==> src/rtl/multicycle_control_if.sv <==
// Control bundle between the multi-cycle sequencer (master) and the LEGv8
// datapath (slave): datapath status in, strobes and selects out.
interface multicycle_control_if;
   logic [31:0] iInstruction;
   logic        iZero;
   logic        iMemReady;
   logic        IRWrite;
   logic        PCWrite;
   logic        PCWriteCond;
   logic        IorD;
   logic        MemRead;
   logic        MemWrite;
   logic        MemtoReg;
   logic        RegWrite;
   logic        Reg2Loc;
   logic        PCSource;
   logic        ALUSrcA;
   logic [1:0]  ALUSrcB;
   logic [1:0]  ALUOp;
   logic        IllegalOp;
   logic [2:0]  State;
   logic [31:0] InstrCount;

   modport master (
      input  iInstruction, iZero, iMemReady,
      output IRWrite, PCWrite, PCWriteCond, IorD, MemRead, MemWrite, MemtoReg,
             RegWrite, Reg2Loc, PCSource, ALUSrcA, ALUSrcB, ALUOp, IllegalOp,
             State, InstrCount
   );

   modport slave (
      output iInstruction, iZero, iMemReady,
      input  IRWrite, PCWrite, PCWriteCond, IorD, MemRead, MemWrite, MemtoReg,
             RegWrite, Reg2Loc, PCSource, ALUSrcA, ALUSrcB, ALUOp, IllegalOp,
             State, InstrCount
   );
endinterface

==> src/rtl/multicycle_control.sv <==
// Multi-cycle LEGv8 sequencer: steps each instruction through fetch, decode,
// execute, memory and write-back, with a retire counter and sticky trap.
module multicycle_control (
   input  logic                 iCLK,
   input  logic                 iRST,
   multicycle_control_if.master bus
);

   typedef enum logic [2:0] {
      FETCH = 3'd0, DECODE = 3'd1, EXEC = 3'd2, MEM = 3'd3, WB = 3'd4, TRAP = 3'd7
   } state_e;

   typedef enum logic [2:0] {
      CLS_NONE, CLS_R, CLS_LD, CLS_ST, CLS_CBZ, CLS_B, CLS_ILL
   } cls_e;

   typedef struct packed {
      logic       pc_write;
      logic       pc_write_cond;
      logic       ior_d;
      logic       mem_read;
      logic       mem_write;
      logic       mem_to_reg;
      logic       reg_write;
      logic       reg2loc;
      logic       pc_source;
      logic       alu_src_a;
      logic [1:0] alu_src_b;
      logic [1:0] alu_op;
      logic       illegal;
   } ctl_t;

   function automatic cls_e classify(input logic [10:0] op);
      if (op == 11'b10001011000 || op == 11'b11001011000 ||
          op == 11'b10001010000 || op == 11'b10101010000) return CLS_R;
      else if (op == 11'b11111000010) return CLS_LD;
      else if (op == 11'b11111000000) return CLS_ST;
      else if (op[10:3] == 8'b10110100) return CLS_CBZ;
      else if (op[10:5] == 6'b000101) return CLS_B;
      else return CLS_ILL;
   endfunction

   // Moore outputs of a state; the ready-qualified fetch strobes and the
   // DECODE-cycle Reg2Loc are added combinationally below.
   function automatic ctl_t moore_ctl(input state_e s, input cls_e c);
      ctl_t k;
      k = '0;
      case (s)
         FETCH: begin
            k.mem_read  = 1'b1;
            k.alu_src_b = 2'b01;
         end
         DECODE: k.alu_src_b = 2'b11;
         EXEC: begin
            k.reg2loc = (c == CLS_ST) || (c == CLS_CBZ);
            case (c)
               CLS_R: begin
                  k.alu_src_a = 1'b1;
                  k.alu_op    = 2'b10;
               end
               CLS_LD, CLS_ST: begin
                  k.alu_src_a = 1'b1;
                  k.alu_src_b = 2'b10;
               end
               CLS_CBZ: begin
                  k.alu_src_a     = 1'b1;
                  k.alu_op        = 2'b01;
                  k.pc_write_cond = 1'b1;
                  k.pc_source     = 1'b1;
               end
               CLS_B: begin
                  k.pc_write  = 1'b1;
                  k.pc_source = 1'b1;
               end
               default: ;
            endcase
         end
         MEM: begin
            k.ior_d     = 1'b1;
            k.mem_read  = (c == CLS_LD);
            k.mem_write = (c == CLS_ST);
         end
         WB: begin
            k.reg_write  = 1'b1;
            k.mem_to_reg = (c == CLS_LD);
         end
         TRAP:    k.illegal = 1'b1;
         default: ;
      endcase
      return k;
   endfunction

   state_e      state, state_nxt;
   cls_e        cls, cls_nxt;
   ctl_t        ctl, ctl_out;
   logic [31:0] instr_count;
   logic        retire, fetch_ready, decode_reg2loc;

   // NOTE: every variable gets a default before the case so no path leaves it unassigned (no latch).
   always_comb begin
      state_nxt = state;
      cls_nxt   = cls;
      case (state)
         FETCH: if (bus.iMemReady) state_nxt = DECODE;
         DECODE: begin
            cls_nxt   = classify(bus.iInstruction[31:21]);
            state_nxt = (cls_nxt == CLS_ILL) ? TRAP : EXEC;
         end
         EXEC: begin
            case (cls)
               CLS_R:          state_nxt = WB;
               CLS_LD, CLS_ST: state_nxt = MEM;
               default:        state_nxt = FETCH;
            endcase
         end
         MEM:     if (bus.iMemReady) state_nxt = (cls == CLS_LD) ? WB : FETCH;
         WB:      state_nxt = FETCH;
         TRAP:    state_nxt = TRAP;
         default: state_nxt = FETCH;
      endcase
   end

   assign retire = (state == EXEC || state == MEM || state == WB) && (state_nxt == FETCH);

   // NOTE: non-blocking assignments so every register samples pre-edge values regardless of statement order.
   always_ff @(posedge iCLK) begin
      if (iRST) begin
         state       <= FETCH;
         cls         <= CLS_NONE;
         ctl         <= moore_ctl(FETCH, CLS_NONE);
         instr_count <= '0;
      end else begin
         state       <= state_nxt;
         cls         <= cls_nxt;
         ctl         <= moore_ctl(state_nxt, cls_nxt);
         instr_count <= instr_count + 32'(retire);
      end
   end

   // Reset blanks every output in the same cycle, including mid-access aborts.
   assign ctl_out        = iRST ? ctl_t'('0) : ctl;
   assign fetch_ready    = !iRST && (state == FETCH) && bus.iMemReady;
   assign decode_reg2loc = !iRST && (state == DECODE) &&
                           (cls_nxt == CLS_ST || cls_nxt == CLS_CBZ);

   assign bus.IRWrite     = fetch_ready;
   assign bus.PCWrite     = ctl_out.pc_write | fetch_ready;
   assign bus.PCWriteCond = ctl_out.pc_write_cond;
   assign bus.IorD        = ctl_out.ior_d;
   assign bus.MemRead     = ctl_out.mem_read;
   assign bus.MemWrite    = ctl_out.mem_write;
   assign bus.MemtoReg    = ctl_out.mem_to_reg;
   assign bus.RegWrite    = ctl_out.reg_write;
   assign bus.Reg2Loc     = ctl_out.reg2loc | decode_reg2loc;
   assign bus.PCSource    = ctl_out.pc_source;
   assign bus.ALUSrcA     = ctl_out.alu_src_a;
   assign bus.ALUSrcB     = ctl_out.alu_src_b;
   assign bus.ALUOp       = ctl_out.alu_op;
   assign bus.IllegalOp   = ctl_out.illegal;
   assign bus.State       = iRST ? 3'd0 : 3'(state);
   assign bus.InstrCount  = iRST ? 32'd0 : instr_count;

   // The zero flag and operand fields are consumed by the datapath, not here.
   logic unused_ok;
   assign unused_ok = ^{bus.iZero, bus.iInstruction[20:0]};

endmodule

==> src/flat_wrapper.sv <==
// flat-port wrapper written by rule: the top's interface ports become plain ports
module multicycle_control_flat 
  (iCLK, iRST, bus_iInstruction, bus_iZero, bus_iMemReady, bus_IRWrite, bus_PCWrite, bus_PCWriteCond, bus_IorD, bus_MemRead, bus_MemWrite, bus_MemtoReg, bus_RegWrite, bus_Reg2Loc, bus_PCSource, bus_ALUSrcA, bus_ALUSrcB, bus_ALUOp, bus_IllegalOp, bus_State, bus_InstrCount);
  multicycle_control_if bus_i ();
  input  logic iCLK;
  input  logic iRST;
  input wire logic [$bits(bus_i.iInstruction)-1:0] bus_iInstruction;
  input wire logic [$bits(bus_i.iZero)-1:0] bus_iZero;
  input wire logic [$bits(bus_i.iMemReady)-1:0] bus_iMemReady;
  output wire logic [$bits(bus_i.IRWrite)-1:0] bus_IRWrite;
  output wire logic [$bits(bus_i.PCWrite)-1:0] bus_PCWrite;
  output wire logic [$bits(bus_i.PCWriteCond)-1:0] bus_PCWriteCond;
  output wire logic [$bits(bus_i.IorD)-1:0] bus_IorD;
  output wire logic [$bits(bus_i.MemRead)-1:0] bus_MemRead;
  output wire logic [$bits(bus_i.MemWrite)-1:0] bus_MemWrite;
  output wire logic [$bits(bus_i.MemtoReg)-1:0] bus_MemtoReg;
  output wire logic [$bits(bus_i.RegWrite)-1:0] bus_RegWrite;
  output wire logic [$bits(bus_i.Reg2Loc)-1:0] bus_Reg2Loc;
  output wire logic [$bits(bus_i.PCSource)-1:0] bus_PCSource;
  output wire logic [$bits(bus_i.ALUSrcA)-1:0] bus_ALUSrcA;
  output wire logic [$bits(bus_i.ALUSrcB)-1:0] bus_ALUSrcB;
  output wire logic [$bits(bus_i.ALUOp)-1:0] bus_ALUOp;
  output wire logic [$bits(bus_i.IllegalOp)-1:0] bus_IllegalOp;
  output wire logic [$bits(bus_i.State)-1:0] bus_State;
  output wire logic [$bits(bus_i.InstrCount)-1:0] bus_InstrCount;
  assign bus_i.iInstruction = bus_iInstruction;
  assign bus_i.iZero = bus_iZero;
  assign bus_i.iMemReady = bus_iMemReady;
  assign bus_IRWrite = bus_i.IRWrite;
  assign bus_PCWrite = bus_i.PCWrite;
  assign bus_PCWriteCond = bus_i.PCWriteCond;
  assign bus_IorD = bus_i.IorD;
  assign bus_MemRead = bus_i.MemRead;
  assign bus_MemWrite = bus_i.MemWrite;
  assign bus_MemtoReg = bus_i.MemtoReg;
  assign bus_RegWrite = bus_i.RegWrite;
  assign bus_Reg2Loc = bus_i.Reg2Loc;
  assign bus_PCSource = bus_i.PCSource;
  assign bus_ALUSrcA = bus_i.ALUSrcA;
  assign bus_ALUSrcB = bus_i.ALUSrcB;
  assign bus_ALUOp = bus_i.ALUOp;
  assign bus_IllegalOp = bus_i.IllegalOp;
  assign bus_State = bus_i.State;
  assign bus_InstrCount = bus_i.InstrCount;
  multicycle_control u_core (.iCLK(iCLK), .iRST(iRST), .bus(bus_i));
endmodule
==> config.mk <==
export PLATFORM = sky130hd
export DESIGN_NAME = multicycle_control_flat
export DESIGN_NICKNAME = d
export VERILOG_FILES = /design/src/rtl/multicycle_control_if.sv /design/src/rtl/multicycle_control.sv /design/src/flat_wrapper.sv
export SDC_FILE = /design/constraint.sdc
export NUM_CORES = 1
export LEC_CHECK = 0
export CORE_ASPECT_RATIO = 0.75
export CORE_MARGIN = 2
export CORE_UTILIZATION = 35
export CTS_BUF_LIST = sky130_fd_sc_hd__clkbuf_8
export CTS_CLUSTER_SIZE = 12
export DETAILED_ROUTE_END_ITERATION = 16
export PLACE_DENSITY_LB_ADDON = 0.2
export SLEW_MARGIN = 25
export SYNTH_ARGS = -nofsm -noshare
export SYNTH_HDL_FRONTEND = slang
export SYNTH_SLANG_ARGS = --single-unit
==> constraint.sdc <==
create_clock -name iCLK -period 8.5 [get_ports iCLK]
set_input_delay 0.85 -clock iCLK [delete_from_list [all_inputs] [get_ports iCLK]]
set_output_delay 0.85 -clock iCLK [all_outputs]
set_load 0.005 [all_outputs]
---- Word-level counts from Yosys, hierarchy flattened ----
Cells that the tools add are included.
W data, S select, Z words.
storage, ports and cells
  flip-flop bits (word level) ............. 53
  input port bits ......................... 36
  output and inout bits ................... 51
  word-level logic and storage cells ...... 97
operators by class
  add/subtract/negate cells ............... 1
  equal/unequal tests ..................... 27
  muxes and demuxes ....................... 27
  bitwise logic cells ..................... 5
  reduce and logical (&&, ||, !) cells .... 21
operators by type and width
  cell                    count
  $eq A11 B11 Y1 const B  6
  $mux W3                 11
  $add A32 B1 Y32         1
  $mux W32                1
  $eq A3 B2 Y1 const B    8
  $eq A3 B3 Y1 const B    7
  $mux W15                1
  $pmux W3 S5             1
  $eq A3 B1 Y1 const B    4
  $reduce_or A2 Y1        6
  $eq A8 B8 Y1 const B    1
  $mux W1                 7
  $eq A6 B3 Y1 const B    1
  $logic_not A3 Y1        2
  $logic_or A1 B1 Y1      6
  $pmux W2 S3             1
  $pmux W3 S2             1
  $logic_and A1 B1 Y1     5
  $mux W2                 2
  $pmux W2 S2             1
  $reduce_or A4 Y1        1
  $not A1 Y1              3
  $or A1 B1 Y1            2
  $pmux W1 S2             1
  $logic_not A1 Y1        1

---- Longest topological paths before layout ----
  word-level depth ........................ 13
  mapped depth ............................ 14
  mapped depth without buffers ............ 12

---- Worst setup path after synthesis ----
OpenSTA, ideal clock, no wires.
  path type ............................... input to register
  start ................................... input port bus_iInstruction[21]
  end ..................................... register u_core.instr_count[10]
  setup time .............................. 0.071 ns
  data arrival time ....................... 3.134 ns
  required time ........................... 8.429 ns
  slack ................................... 5.295 ns
  stages .................................. 12
  buffers on the path ..................... 1
  cells stage by stage .................... nor4b_4 nand3_2 nand3_2 o21ai_4 nor4_1 ha_1 ha_1 nand2_1 or2_2 clkbuf_1 or3_1 a21oi_1
on the way
  longest elaborated chain between the ends .. 12
  elaborated cells between the ends (all ways) .. 19
RTL lines
  what                             RTL line                   text
  start, declared                  flat_wrapper.sv:7          input wire logic [$bits(bus_i.iInstruction)-1:0] bus_iInstruction;
  $eq A11 B11 Y1                   multicycle_control.sv:34   if (op == 11'b10001011000 || op == 11'b11001011000 ||
  $logic_or A1 B1 Y1 (2 in a row)  multicycle_control.sv:34
  $logic_or A1 B1 Y1               multicycle_control.sv:35   op == 11'b10001010000 || op == 11'b10101010000) return CLS_R;
  $mux W3 (*)                      multicycle_control.sv:34
  $mux W3 (*)                      multicycle_control.sv:103  case (state)
  $eq A3 B3 Y1 (*)                 multicycle_control.sv:107  state_nxt = (cls_nxt == CLS_ILL) ? TRAP : EXEC;
  $mux W3 (*)                      multicycle_control.sv:107
  $pmux W3 S5 (*)                  multicycle_control.sv:103
  $logic_not A3 Y1 (*)             multicycle_control.sv:123  assign retire = (state == EXEC || state == MEM || state == WB) && (state_nxt == FETCH);
  $logic_and A1 B1 Y1 (*)          multicycle_control.sv:123
  $add A32 B1 Y32 (*)              multicycle_control.sv:136  instr_count <= instr_count + 32'(retire);
  end signal, assigned             multicycle_control.sv:136
  end, declared                    multicycle_control.sv:96   logic [31:0] instr_count;
Mark *: on every way between the ends. The rest lies on a longest branch, timed or not. The select of a mux whose other input is x is not followed.
A chain may end at the register's enable or synchronous reset.

---- Final worst setup path ----
  start ................................... input port bus_iInstruction[21]
  end ..................................... register u_core.instr_count[22]
The elaborated chain is that of the path after synthesis.

==> impl_metrics.yaml <==
synthesis:
  yosys_warnings: 0
  synth_top_area_frac: 0.389
  ys_types: 45
  yosys-top-cells-count: "nor2b_1, dfxtp_1, nor2_1, xor2_1, nand2_1"
  avgSynthCellArea_um2: 8.47
  synth_nets: 360
  synth_top_area_cell: "dfxtp_1"
  synth_edf_count: 0
  synth_area_leaders: "dfxtp_1, nor2b_1, xor2_1"
  syn_inst: 322
  async_reset_ff_frac: 0
  yosysSeqAreaShare: 0.389
  netlist_area_mm2: 0.00273
  ys.flop_type: "dfxtp_1"
  yosysMostFrequentCell: "nor2b_1"
  ys_ff_latch: 53
sta:
  max_slew_margin: 0.414
  rsz0062_at_grt: "false"
  drv_slew: 0
  worstMarginPinSlew_ns: 0.879
  finalWorstPathRequiredPeriod_ns: 3.84
  max_freq_mhz: 260
  fin_crit_sh: 0.452
  worst_slack_ns: 4.66
  setup_viol: 0
  fin_skew_ns: 0.00370
  final_hold_viol_count: 0
  setup-tns-final_ns: 0
clocking:
  cts_tree: "built"
  clock-sinks: 53
  h-tree-depth: 2
  post_cts_resized: 0
  postCtsSetupRepairBufs: 0
  post_cts_hold_buffer_count: 0
  cts_buffers: 5
  clkTransAtPathRegs_ns: 0.10
  clkLatencyLatePin_ns: 0.31
  clockBufferDepth: 2
  root_buffer: "clkbuf_8"
setup_path:
  endpoint_kind: "flop"
  crit_required_ns: 8.68
  path_class: "primary input to flop"
  arrival_ns: 4.02
  cp_slowest_stage_delay_ns: 0.50
  cp_slowest_cell: "nor2_1"
  crit_chain: "clkdlybuf4s50_1, nor4b_4, nand3_2, nand3_2, o21ai_4, nor4_1, ha_1, ha_1, nand2_1, nor2_1, nand4_1, xor2_1, nor2_1"
  setup.worst_path.start_class: "primary input"
  critPathMaxFanout: 8
global_routing:
  overflow: 0
  antenna_found_initial: 0
  grt_pass1_vias: 2044
  grt_pass1_wl_um: 9680
  grt_start_max_net_pins: 95
  grt_usage: 0.142
layout:
  num-fill-cells: 731
  diodes: 0
  fin_area_mm2: 0.00353
  nNetsFinal: 418
  syn_to_final_growth_pct: 29.2
  layout-drive-gt1-share: 0.0787
pwr:
  p_sw_frac: 0.287
  p_sw_w: 0.000146
  power.share.clock: 0.292
  power_density_mw_per_mm2: 145
  internal_power_w: 0.000364
  seq_power_share: 0.523
  p_leak_nw: 1.26
  pwr-share-comb: 0.185
  ir_drop_v: 0.0000688
worst_hold_path:
  hold_class: "flop to flop"
place:
  dp_slack_ns: 4.33
  postPlaceCellArea_mm2: 0.00343
  post-dp-hpwl_um: 4130
  routabilityCongestion: 0.788
  portBuffers: 64
status:
  outcome: "finished, final reports clean"
drt:
  antenna_left: 0
  avgViaCountPerCell: 4.67
  wirelength_um: 5810
  vias: 2252
  wl_per_cell_um: 12.0
  drtPass1Iterations: 4
  drtIter0Drc: 119
  drc: 0
die:
  fp.dieArea_mm2: 0.00853
  die_w_um: 106
  ios: 87
  rows: 27
  start_util: 0.366
  dieHeight_um: 80.5
  core_mm2: 0.00747
run:
  drv_cap: 0
[layout make-up]
type	count	area, um^2	area share
Sequential cell	53	1060	0.301
Clock inverter	3	26.3	0.00745
Tap cell	101	126	0.0358
Multi-Input combinational cell	250	1580	0.449
Timing Repair Buffer	65	643	0.182
Inverter	5	18.8	0.00532
Clock buffer	5	68.8	0.0195
[placed cells by master (no fill, tap or decap), types with 3 or more instances in the layout]
cell type / n
a21oi_1: 8
a31oi_1: 3
and2_1: 6
and3_1: 7
and4_1: 4
and4bb_2: 3
clkbuf_8: 5
clkdlybuf4s50_1: 63
dfxtp_1: 53
inv_1: 5
nand2_1: 17
nand3_1: 16
nand3_2: 3
nand4_1: 8
nor2_1: 47
nor2b_1: 55
nor3_1: 3
o21ai_0: 5
or2_2: 3
or3_1: 4
xnor2_1: 4
xor2_1: 24
[worst max-delay path: cells and delay by family]
family | cells | cell delay [ns]
buffers and inverters | 1 | 0.44
XOR/XNOR | 1 | 0.16
AO/OA/AOI/OAI | 1 | 0.08
AND/OR/NAND/NOR | 8 | 1.94
adder cells (fa/ha/maj) | 2 | 0.52
[logic make-up (layout without fill, tap and decap cells)]
family | after synthesis | in the layout | synth area share
simple gates | 191 | 191 | 0.398
flops | 53 | 53 | 0.389
xor+xnor | 28 | 28 | 0.0899
compound gates | 27 | 27 | 0.0747
buf+inv | 19 | 78 | 0.0316
fa+ha+maj | 2 | 2 | 0.00917
mux | 2 | 2 | 0.00734
[final timing paths]
check             cells past startpoint                              start  slack (ns)                                 to
setup / recovery                     13               bus_iInstruction[21]        4.66  u_core.instr_count[22]$_SDFF_PP0_
hold / removal                        2  u_core.instr_count[14]$_SDFF_PP0_        0.51  u_core.instr_count[14]$_SDFF_PP0_
setup reg to reg                     12         u_core.state[0]$_SDFF_PP0_        5.10  u_core.instr_count[22]$_SDFF_PP0_
hold reg to reg                       2  u_core.instr_count[14]$_SDFF_PP0_        0.51  u_core.instr_count[14]$_SDFF_PP0_
[flip-flops by register name (all words and copies together), names as in the netlist]
signal and cells:
u_core.state 3, u_core.instr_count 32, u_core.ctl 15, u_core.cls 3
[stage by stage]
step,hold slack (ns),cells,utilization,power [W]
final,0.506,482,0.472,0.000510
after global placement,0.487,474,0.460,0.000365
after global routing,0.533,482,0.472,0.000537
after CTS,0.508,482,0.472,0.000515
after detailed placement,0.493,474,0.460,0.000365
after floorplan,0.462,322,-,0.000337
[power by group through the flow]
stage	clock network, W	registers, W	logic, W
finish	0.000149	0.000267	0.0000941
CTS	0.000155	0.000266	0.0000941
global placement	0	0.000272	0.0000931
detailed placement	0	0.000272	0.0000935
floorplan	0	0.000267	0.0000694
global route	0.000165	0.000268	0.000103
[routing by layer]
layer / part of all wire / track usage / vias to the layer above
met3: 0.059 / 0.0317 / 5
met2: 0.39 / 0.200 / 63
met4: 0.011 / 0.0474 / 0
met5: 0 / 0 / -
li1: - / - / 1201
met1: 0.54 / 0.211 / 983
(Power assumes the default switching activity.)
